### src/rtl/btn_reset_conditioner.sv
// -----------------------------------------------------------------------------
// btn_reset_conditioner
//
// Conditions the pet's physical reset push-button. The raw pin is synchronised,
// debounced and interpreted. The block produces a press event, a long-press
// ("restart pet") event, and a fixed-length buzzer gate for the tone generator.
//
// Optional feature (compile-time macro LONG_PRESS_BEEP_EN):
//   When defined, a long_press also reloads the beep timer with 2*BEEP_CYCLES.
//   When undefined, only press_pulse loads the beep timer.
//
// Parameters:
//   DEBOUNCE_CYCLES  cycles the synchronised input must disagree with btn_clean
//                    before btn_clean follows it
//   HOLD_CYCLES      cycles after press_pulse until long_press fires
//   BEEP_CYCLES      beep_en duration per press
//   ACTIVE_LOW       1: btn_raw reads 0 when pressed; 0: reads 1 when pressed
//
// Ports:
//   clk          in   system clock
//   rst_n        in   asynchronous active-low reset
//   btn_raw      in   raw button pin, asynchronous to clk
//   btn_clean    out  debounced level, 1 = pressed
//   press_pulse  out  one-cycle pulse per debounced press
//   long_press   out  one-cycle pulse, at most once per press
//   beep_en      out  buzzer gate for the tone generator
// -----------------------------------------------------------------------------
module btn_reset_conditioner #(
    parameter int DEBOUNCE_CYCLES = 1_000_000,
    parameter int HOLD_CYCLES     = 250_000_000,
    parameter int BEEP_CYCLES     = 10_000_000,
    parameter int ACTIVE_LOW      = 1
) (
    input  logic clk,
    input  logic rst_n,
    input  logic btn_raw,
    output logic btn_clean,
    output logic press_pulse,
    output logic long_press,
    output logic beep_en
);

    localparam int DW = $clog2(DEBOUNCE_CYCLES + 1);
    localparam int HW = $clog2(HOLD_CYCLES + 1);
`ifdef LONG_PRESS_BEEP_EN
    localparam int BW = $clog2(2 * BEEP_CYCLES + 1);
`else
    localparam int BW = $clog2(BEEP_CYCLES + 1);
`endif

    localparam logic [DW-1:0] DEB_MAX   = DW'(DEBOUNCE_CYCLES);
    localparam logic [HW-1:0] HOLD_MAX  = HW'(HOLD_CYCLES);
    localparam logic [HW-1:0] HOLD_LAST = HW'(HOLD_CYCLES - 1);
    localparam logic [BW-1:0] BEEP_LOAD = BW'(BEEP_CYCLES);
`ifdef LONG_PRESS_BEEP_EN
    localparam logic [BW-1:0] BEEP_LONG = BW'(2 * BEEP_CYCLES);
`endif

    typedef enum logic [1:0] {
        IDLE,
        PRESSED,
        WAIT_RELEASE
    } state_t;

    // Normalise so that 1 always means "pressed" from here on.
    logic btn_pressed;
    assign btn_pressed = (ACTIVE_LOW != 0) ? ~btn_raw : btn_raw;

    // Two-flop synchroniser; resets to the released level (0 after
    // normalisation). As a result, a button held through reset must be
    // debounced again as a fresh press.
    logic [1:0] sync_reg;

    always_ff @(posedge clk or negedge rst_n) begin
        if (!rst_n) begin
            sync_reg <= 2'b00;
        end else begin
            sync_reg <= {sync_reg[0], btn_pressed};
        end
    end

    // ------------------------------------------------------------------
    // Debounce: count consecutive disagreeing cycles. The counter is
    // allowed to sit at DEB_MAX for one cycle, and the toggle happens on
    // the following disagreeing cycle. The counter therefore tops out at
    // DEB_MAX and cannot wrap.
    // ------------------------------------------------------------------
    logic [DW-1:0] deb_cnt_reg, deb_cnt_next;
    logic          clean_reg, clean_next;

    always_comb begin
        deb_cnt_next = '0;
        clean_next   = clean_reg;
        if (sync_reg[1] != clean_reg) begin
            if (deb_cnt_reg == DEB_MAX) begin
                clean_next = ~clean_reg;
            end else begin
                deb_cnt_next = deb_cnt_reg + 1'b1;
            end
        end
    end

    // ------------------------------------------------------------------
    // Hold FSM. It only looks at the registered clean level. Being in IDLE
    // with clean_reg high therefore always means a fresh rising edge: every
    // path back to IDLE requires clean_reg low.
    // ------------------------------------------------------------------
    state_t        state_reg, state_next;
    logic [HW-1:0] hold_cnt_reg, hold_cnt_next;
    logic          press_next, long_next;

    always_comb begin
        state_next    = state_reg;
        hold_cnt_next = hold_cnt_reg;
        press_next    = 1'b0;
        long_next     = 1'b0;
        case (state_reg)
            IDLE: begin
                if (clean_reg) begin
                    state_next    = PRESSED;
                    press_next    = 1'b1;
                    hold_cnt_next = '0;
                end
            end
            PRESSED: begin
                // A release takes priority over the hold count completing.
                if (!clean_reg) begin
                    state_next = IDLE;
                end else begin
                    if (hold_cnt_reg != HOLD_MAX) begin
                        hold_cnt_next = hold_cnt_reg + 1'b1;
                    end
                    if (hold_cnt_reg == HOLD_LAST) begin
                        long_next  = 1'b1;
                        state_next = WAIT_RELEASE;
                    end
                end
            end
            WAIT_RELEASE: begin
                if (!clean_reg) begin
                    state_next = IDLE;
                end
            end
            default: begin
                state_next = IDLE;
            end
        endcase
    end

    // ------------------------------------------------------------------
    // Beep down-counter. Loads happen in the same cycle as the pulse that
    // causes them. As a result, beep_en rises together with press_pulse,
    // and a reload while counting leaves no gap.
    // ------------------------------------------------------------------
    logic [BW-1:0] beep_cnt_reg, beep_cnt_next;

    always_comb begin
        beep_cnt_next = beep_cnt_reg;
        if (press_next) begin
            beep_cnt_next = BEEP_LOAD;
        end
`ifdef LONG_PRESS_BEEP_EN
        else if (long_next) begin
            beep_cnt_next = BEEP_LONG;
        end
`endif
        else if (beep_cnt_reg != '0) begin
            beep_cnt_next = beep_cnt_reg - 1'b1;
        end
    end

    logic press_reg, long_reg, beep_en_reg;

    always_ff @(posedge clk or negedge rst_n) begin
        if (!rst_n) begin
            deb_cnt_reg  <= '0;
            clean_reg    <= 1'b0;
            state_reg    <= IDLE;
            hold_cnt_reg <= '0;
            press_reg    <= 1'b0;
            long_reg     <= 1'b0;
            beep_cnt_reg <= '0;
            beep_en_reg  <= 1'b0;
        end else begin
            deb_cnt_reg  <= deb_cnt_next;
            clean_reg    <= clean_next;
            state_reg    <= state_next;
            hold_cnt_reg <= hold_cnt_next;
            press_reg    <= press_next;
            long_reg     <= long_next;
            beep_cnt_reg <= beep_cnt_next;
            beep_en_reg  <= (beep_cnt_next != '0);
        end
    end

    assign btn_clean   = clean_reg;
    assign press_pulse = press_reg;
    assign long_press  = long_reg;
    assign beep_en     = beep_en_reg;

endmodule

### config.mk
export PLATFORM = sky130hd
export DESIGN_NAME = btn_reset_conditioner
export DESIGN_NICKNAME = d
export VERILOG_FILES = /design/src/rtl/btn_reset_conditioner.sv
export SDC_FILE = /design/constraint.sdc
export NUM_CORES = 1
export LEC_CHECK = 0
export BUFFER_PORTS_ARGS = -buffer_cell sky130_fd_sc_hd__clkbuf_2
export CAP_MARGIN = 20
export CORE_UTILIZATION = 55
export CTS_BUF_LIST = sky130_fd_sc_hd__clkbuf_2 sky130_fd_sc_hd__clkbuf_4 sky130_fd_sc_hd__clkbuf_8
export CTS_CLUSTER_SIZE = 28
export DETAILED_ROUTE_END_ITERATION = 10
export GPL_TIMING_DRIVEN = 0
export HOLD_SLACK_MARGIN = 0.12
export PLACE_DENSITY = 0.77
export SLEW_MARGIN = 40
export SYNTH_ARGS = -nofsm -noshare
export SYNTH_HDL_FRONTEND = slang
export SYNTH_SLANG_ARGS = --single-unit
### constraint.sdc
create_clock -name clk -period 9.8 [get_ports clk]
set_clock_uncertainty 0.1 [all_clocks]
set_input_delay 1.96 -clock clk [delete_from_list [all_inputs] [get_ports clk]]
set_output_delay 1.96 -clock clk [all_outputs]
set_load 0.01 [all_outputs]
==> results.py, run 1 <==
metrics = {
    "power": {
        "power_density_mw_per_mm2": 138,
        "clkPwrFrac": 0.461,
        "p_comb_frac": 0.020,
        "switchingPower_mw": 0.136,
        "internal_power_mw": 0.505,
        "p_sw_frac": 0.212,
        "power_frac_seq": 0.519,
        "finalPower_mw": 0.640,
        "ir_worst_vdd_mv": 0.0690,
        "leakagePower_nw": 2.15,
    },
    "clock_network": {
        "cts_setup_buffers": 0,
        "clock_path_buffers": 2,
        "postCtsHoldBufs": 0,
        "cts_tree": "built",
        "clock_latency_ns": 0.36,
        "cts-root-buf": "clkbuf_8",
        "clkTransAtPathRegs_ns": 0.09,
        "cts_resized": 0,
        "h-tree-depth": 3,
        "numCtsBuffers": 9,
        "cts_num_sinks": 80,
    },
    "grt": {
        "grt_max_degree": 49,
        "overflow": 0,
        "grt_pass1_wl_microns": 14300,
        "grt_use_total": 0.239,
        "antenna_found_initial": 0,
        "grt_pass1_vias": 3119,
    },
    "logic_synthesis": {
        "syn_inst": 443,
        "synthArstFlopShare": 1.00,
        "syn_area_per_cell_sq_um": 9.49,
        "synth_area_sq_mm": 0.00420,
        "synth_seq_cells": 80,
        "yosys.area.top_type": "dfrtp_1",
        "yosys-top-cells-count": "dfrtp_1, nor2_1, nand2_1",
        "yosysMostFrequentCell": "dfrtp_1",
        "yosysSeqAreaShare": 0.476,
        "synth_xor_area_frac": 0.110,
        "synth_top_family_by_area": "simple AND/OR/NAND/NOR gates",
        "synth_fa_ha_area_frac": 0.0179,
        "synthMuxAreaShare": 0.00744,
        "ys_top_cells_by_area": "dfrtp_1, nor2_1, xnor2_1",
        "synthSimpleGateAreaFrac": 0.294,
        "synth_warnings": 0,
        "syn_nets": 452,
        "synth_ff_type": "dfrtp_1",
        "synth_compound_area_frac": 0.0661,
        "synth_edf_count": 0,
        "synth_top_area_frac": 0.476,
        "synthDistinctLibCells": 57,
    },
    "finish": {
        "final_cell_area_sq_mm": 0.00464,
        "finalNetCount": 470,
        "drive_gt1_frac": 0.112,
        "n_antenna_cell": 0,
        "syn2layout_area_growth_pct": 10.5,
        "seqCellArea_sq_mm": 0.00200,
        "fillers": 603,
        "utilization": 0.634,
        "largest_register_ffs": 28,
        "multi_input_area_sq_mm": 0.00209,
    },
    "placement": {
        "routabilityCongestion": 0.888,
        "place_ws_ns": 5.86,
        "placed_cell_area_sq_mm": 0.00439,
        "hpwl_microns": 6090,
        "port_buffers": 6,
    },
    "route": {
        "drt_iter0_drc": 195,
        "vias": 3306,
        "antenna_left": 0,
        "dr.pass1.iters": 5,
        "post_drt_wl_per_cell_microns": 15.3,
        "postRouteWirelength_microns": 8640,
        "vias_per_cell": 5.85,
        "drc": 0,
    },
    "die": {
        "die_w_microns": 89.4,
        "core-area_sq_mm": 0.00733,
        "initial_core_util": 0.573,
        "io_pins": 7,
        "std_cell_rows": 31,
        "dieArea_sq_mm": 0.00800,
        "die-height_microns": 89.4,
    },
    "flow_run": {
        "drv_cap": 0,
    },
    "timing": {
        "fmax_ghz": 0.250,
        "fin_ws_ns": 5.80,
        "slew_headroom": 0.542,
        "slew_viol_final": 0,
        "setup_viol": 0,
        "fin_crit_ns": 4.00,
        "fin_crit_sh": 0.409,
        "tightest_slew_ns": 0.681,
        "fin_tns_setup_ns": 0,
        "rsz0062_at_grt": "false",
        "final-hold-violation-count": 0,
    },
    "worst_setup_path": {
        "cp-start-kind": "flop",
        "end_kind": "flop",
        "crit_type": "flop to flop",
        "cp_max_fo": 9,
        "ff2ff_setup_slack_ns": 5.80,
        "cp.required_ns": 9.92,
        "arrival_ns": 4.13,
    },
    "min_path": {
        "hold_class": "flop to flop",
    },
    "status": {
        "status": "completed",
    },
}
[logic make-up (layout without fill, tap and decap cells)]
kind of cell	after synthesis	in the layout
AND/OR/NAND/NOR	231	231
multiplexers	3	3
XOR/XNOR	52	52
adder cells (fa/ha/maj)	6	6
AO/OA/AOI/OAI	42	42
flip-flops	80	80
buffers and inverters	29	52
[power groups by stage]
| stage | Clock [mW] | Combinational (mW) | Sequential, mW |
|---|---|---|---|
| 3_3_place_gp | 0 | 0.0112 | 0.339 |
| 3_5_place_dp | 0 | 0.0132 | 0.339 |
| 4_1_cts | 0.300 | 0.0133 | 0.333 |
| 2_1_floorplan | 0 | 0.00354 | 0.339 |
| 5_1_grt | 0.314 | 0.0150 | 0.333 |
| 6_report | 0.295 | 0.0125 | 0.333 |
[placed cells by master (no fill, tap or decap), types with 12 or more instances in the layout]
master,count
nand3_1,22
nand2_1,42
nor3_1,15
inv_1,15
xnor2_1,27
or3_1,12
dfrtp_1,80
o21ai_0,14
xor2_1,24
nor2_1,68
[critical path, cell delays in order (launching register included)]
cell	delay, ns
dfrtp_1	0.44
inv_1	0.15
ha_1	0.16
clkbuf_1	0.33
or4b_2	0.61
clkbuf_1	0.20
nor4_1	0.41
mux2i_1	0.23
nor2_1	0.09
nand4b_1	0.19
or4_1	0.43
or4_1	0.54
[worst paths after layout]
path / startpoint / end / depth (start not counted)
worst max-delay path: beep_cnt_reg[0] / beep_en / 11
min in group asynchronous: rst_n / hold_cnt_reg[6] / 1
worst min register to register: sync_reg[0] / sync_reg[1] / 0
worst min-delay path: sync_reg[0] / sync_reg[1] / 0
worst max register to register: beep_cnt_reg[0] / beep_en / 11
max in group asynchronous: rst_n / deb_cnt_reg[10] / 2
[per-layer routing]
metal  routed length [microns]  part of all wire  global-route usage
met1                      3910              0.45               0.307
met2                      4190              0.48               0.400
met3                       349             0.040              0.0480
met4                       194             0.022              0.0924
met5                         0                 0                   0
[layout make-up]
| cell class | count | share of cell area |
|---|---|---|
| multi-input combinational | 334 | 0.450 |
| sequential | 80 | 0.431 |
| clock buffer | 9 | 0.0267 |
| tap | 99 | 0.0267 |
| clock inverter | 7 | 0.0253 |
| timing repair buffer | 7 | 0.0143 |
| inverter | 16 | 0.0129 |
| buffer | 13 | 0.0127 |
[stage by stage]
step / cells / hold slack (ns)
5_1_grt: 565 / 0.277
2_1_floorplan: 443 / 0.231
4_1_cts: 565 / 0.256
3_3_place_gp: 548 / 0.234
3_5_place_dp: 549 / 0.236
6_report: 565 / 0.254
No activity file was read; power rests on OpenSTA's default activity.
==> run 2, diff against run 1 <==
Settings changed: PLACE_DENSITY 0.77 to 0.8.
Clock period 9.8 ns to 3.4 ns, I/O delays scaled along.
==> results.py, run 2 (synthesis gave the netlist of run 1 again) <==
metrics = {
    "status": {
        "status": "completed",
    },
    "die": {
        "die-height_microns": 89.4,
        "io_pins": 7,
        "std_cell_rows": 31,
        "dieArea_sq_mm": 0.00800,
        "core-area_sq_mm": 0.00733,
        "initial_core_util": 0.573,
        "die_w_microns": 89.4,
    },
    "finish": {
        "final_common_cell": "dfrtp_1",
        "largest_register_ffs": 28,
        "n_antenna_cell": 0,
        "syn2layout_area_growth_pct": 9.82,
        "finalNetCount": 470,
        "fillers": 577,
        "drive_gt1_frac": 0.118,
        "layout_common_cells": "dfrtp_1, nor2_1, nand2_1",
    },
    "worst_setup_path": {
        "end_kind": "flop",
        "critPathTopFamily": "simple AND/OR/NAND/NOR gates",
        "slowest_delay_ns": 0.52,
        "crit_chain": "buf_2 > or4_1 > clkbuf_1 > nor4_1 > o311a_1 > xnor2_2 > nand4_1 > or4_1 > or4_1",
        "cp_max_fo": 10,
        "r2r_start": "beep_cnt_reg[5]",
        "crit_top_cell": "or4_1",
        "crit_slowest_cell": "or4_1",
        "worstReg2RegEnd": "beep_en",
        "ff2ff_setup_slack_ns": 0.12,
        "path_buf_inv": 2,
        "cp.required_ns": 3.53,
        "cp-start-kind": "flop",
        "arrival_ns": 3.41,
        "crit_type": "flop to flop",
        "ff2ff_path_depth": 9,
    },
    "route": {
        "post_drt_wl_per_cell_microns": 14.5,
        "drt_iter0_drc": 119,
        "postRouteWirelength_microns": 8200,
        "antenna_left": 0,
        "dr.pass1.iters": 4,
        "vias_per_cell": 5.69,
        "vias": 3215,
        "drc": 0,
    },
    "timing": {
        "rsz0062_at_grt": "false",
        "slew_headroom": 0.572,
        "final-hold-violation-count": 0,
        "tightest_slew_ns": 0.639,
        "slew_viol_final": 0,
        "fin_crit_ns": 3.28,
        "fin_crit_sh": 0.964,
        "fin_tns_setup_ns": 0,
        "fmax_ghz": 0.305,
        "setup_viol": 0,
    },
    "min_path": {
        "whs_path_depth": 0,
        "whs_endpoint": "sync_reg[1]",
        "hold_class": "flop to flop",
        "min_from": "sync_reg[0]",
    },
    "clock_network": {
        "clock_path_buffers": 2,
        "h-tree-depth": 3,
        "cts-root-buf": "clkbuf_8",
        "cts_tree": "built",
        "numCtsBuffers": 9,
        "clkTransAtPathRegs_ns": 0.09,
        "clock_latency_ns": 0.36,
        "cts_num_sinks": 80,
    },
    "grt": {
        "grt_pass1_vias": 2981,
        "grt_use_total": 0.227,
        "overflow": 0,
        "grt_max_degree": 49,
        "antenna_found_initial": 0,
        "grt_pass1_wl_microns": 13700,
    },
    "power": {
        "ir_worst_vdd_mv": 0.237,
        "leakagePower_nw": 2.12,
        "finalPower_mw": 1.65,
        "power_density_mw_per_mm2": 358,
    },
    "flow_run": {
        "drv_cap": 0,
    },
    "placement": {
        "port_buffers": 6,
        "hpwl_microns": 5830,
        "routabilityCongestion": 0.920,
    },
}
==> run 2: changes by cell type in the layout (fill, tap and decap cells not counted), sizes merged <==
cell and delta:
clkbuf -2, clkinvlp +3, dlygate4sd3 +1, inv +1
buf +1, clkinv -1, bufinv -3
==> run 2: final cells by class <==
class	instances	area, sq um	share of cell area
repair buffers	8	76.3	0.0165
clock buffers	9	124	0.0268
multi-input cells	334	2110	0.457
plain buffers	12	56.3	0.0122
flip-flops and latches	80	2000	0.434
clock inverters	7	62.6	0.0136
well taps	99	124	0.0268
inverters	16	60.1	0.0130
==> run 2: worst max-delay path by stage <==
| stage | from | end | slack [ns] | depth (start not counted) |
|---|---|---|---|---|
| floorplan | beep_cnt_reg[0] | beep_en | 0.02 | 11 |
| global route | beep_cnt_reg[1] | beep_en | 0.002 | 10 |
| global placement | beep_cnt_reg[0] | beep_en | -0.32 | 11 |
| CTS | beep_cnt_reg[0] | beep_en | 0.04 | 10 |
| finish | beep_cnt_reg[5] | beep_en | 0.12 | 9 |
| detailed placement | beep_cnt_reg[0] | beep_en | -0.33 | 11 |
==> run 2: repair_timing <==
action	in CTS	in global routing
endpoints found under the setup margin	1	1
pin swaps	1	0
setup buffers	0	0
hold buffers	1	0
cloned	0	0
hold endpoints to repair	27	0
gates resized for setup	1	3
==> run 2: where the power goes <==
part           internal (mW)  total (mW)  switching [mW]  leakage, nW
clock network          0.278       0.659           0.380       0.0859
registers              0.955       0.959         0.00401         1.11
logic                 0.0107      0.0371          0.0264        0.926
==> run 2: worst register-to-register path: cells and delay by family (launching register included) <==
family	cells	cell delay, ns
AO/OA/AOI/OAI	1	0.27
XOR/XNOR	1	0.14
buffers and inverters	2	0.37
flip-flops	1	0.36
AND/OR/NAND/NOR	5	1.92
==> run 2: routing by layer <==
metal | wire, microns | track usage
met1 | 3990 | 0.314
met2 | 3730 | 0.353
met3 | 334 | 0.0489
met4 | 146 | 0.0808
met5 | 0 | 0
==> run 2: stage by stage <==
| step | utilization | cells | cell area [sq um] | setup slack (ns) | hold WS (ns) |
|---|---|---|---|---|---|
| 6_report | 0.630 | 565 | 4620 | 0.124 | 0.255 |
| 5_1_grt | 0.630 | 565 | 4620 | 0.00198 | 0.271 |
| 4_1_cts | 0.628 | 565 | 4600 | 0.0418 | 0.258 |
| 3_5_place_dp | 0.601 | 549 | 4410 | -0.327 | 0.236 |
| 3_3_place_gp | 0.595 | 548 | 4360 | -0.321 | 0.235 |
| 2_1_floorplan | - | 443 | 4210 | 0.0212 | 0.231 |
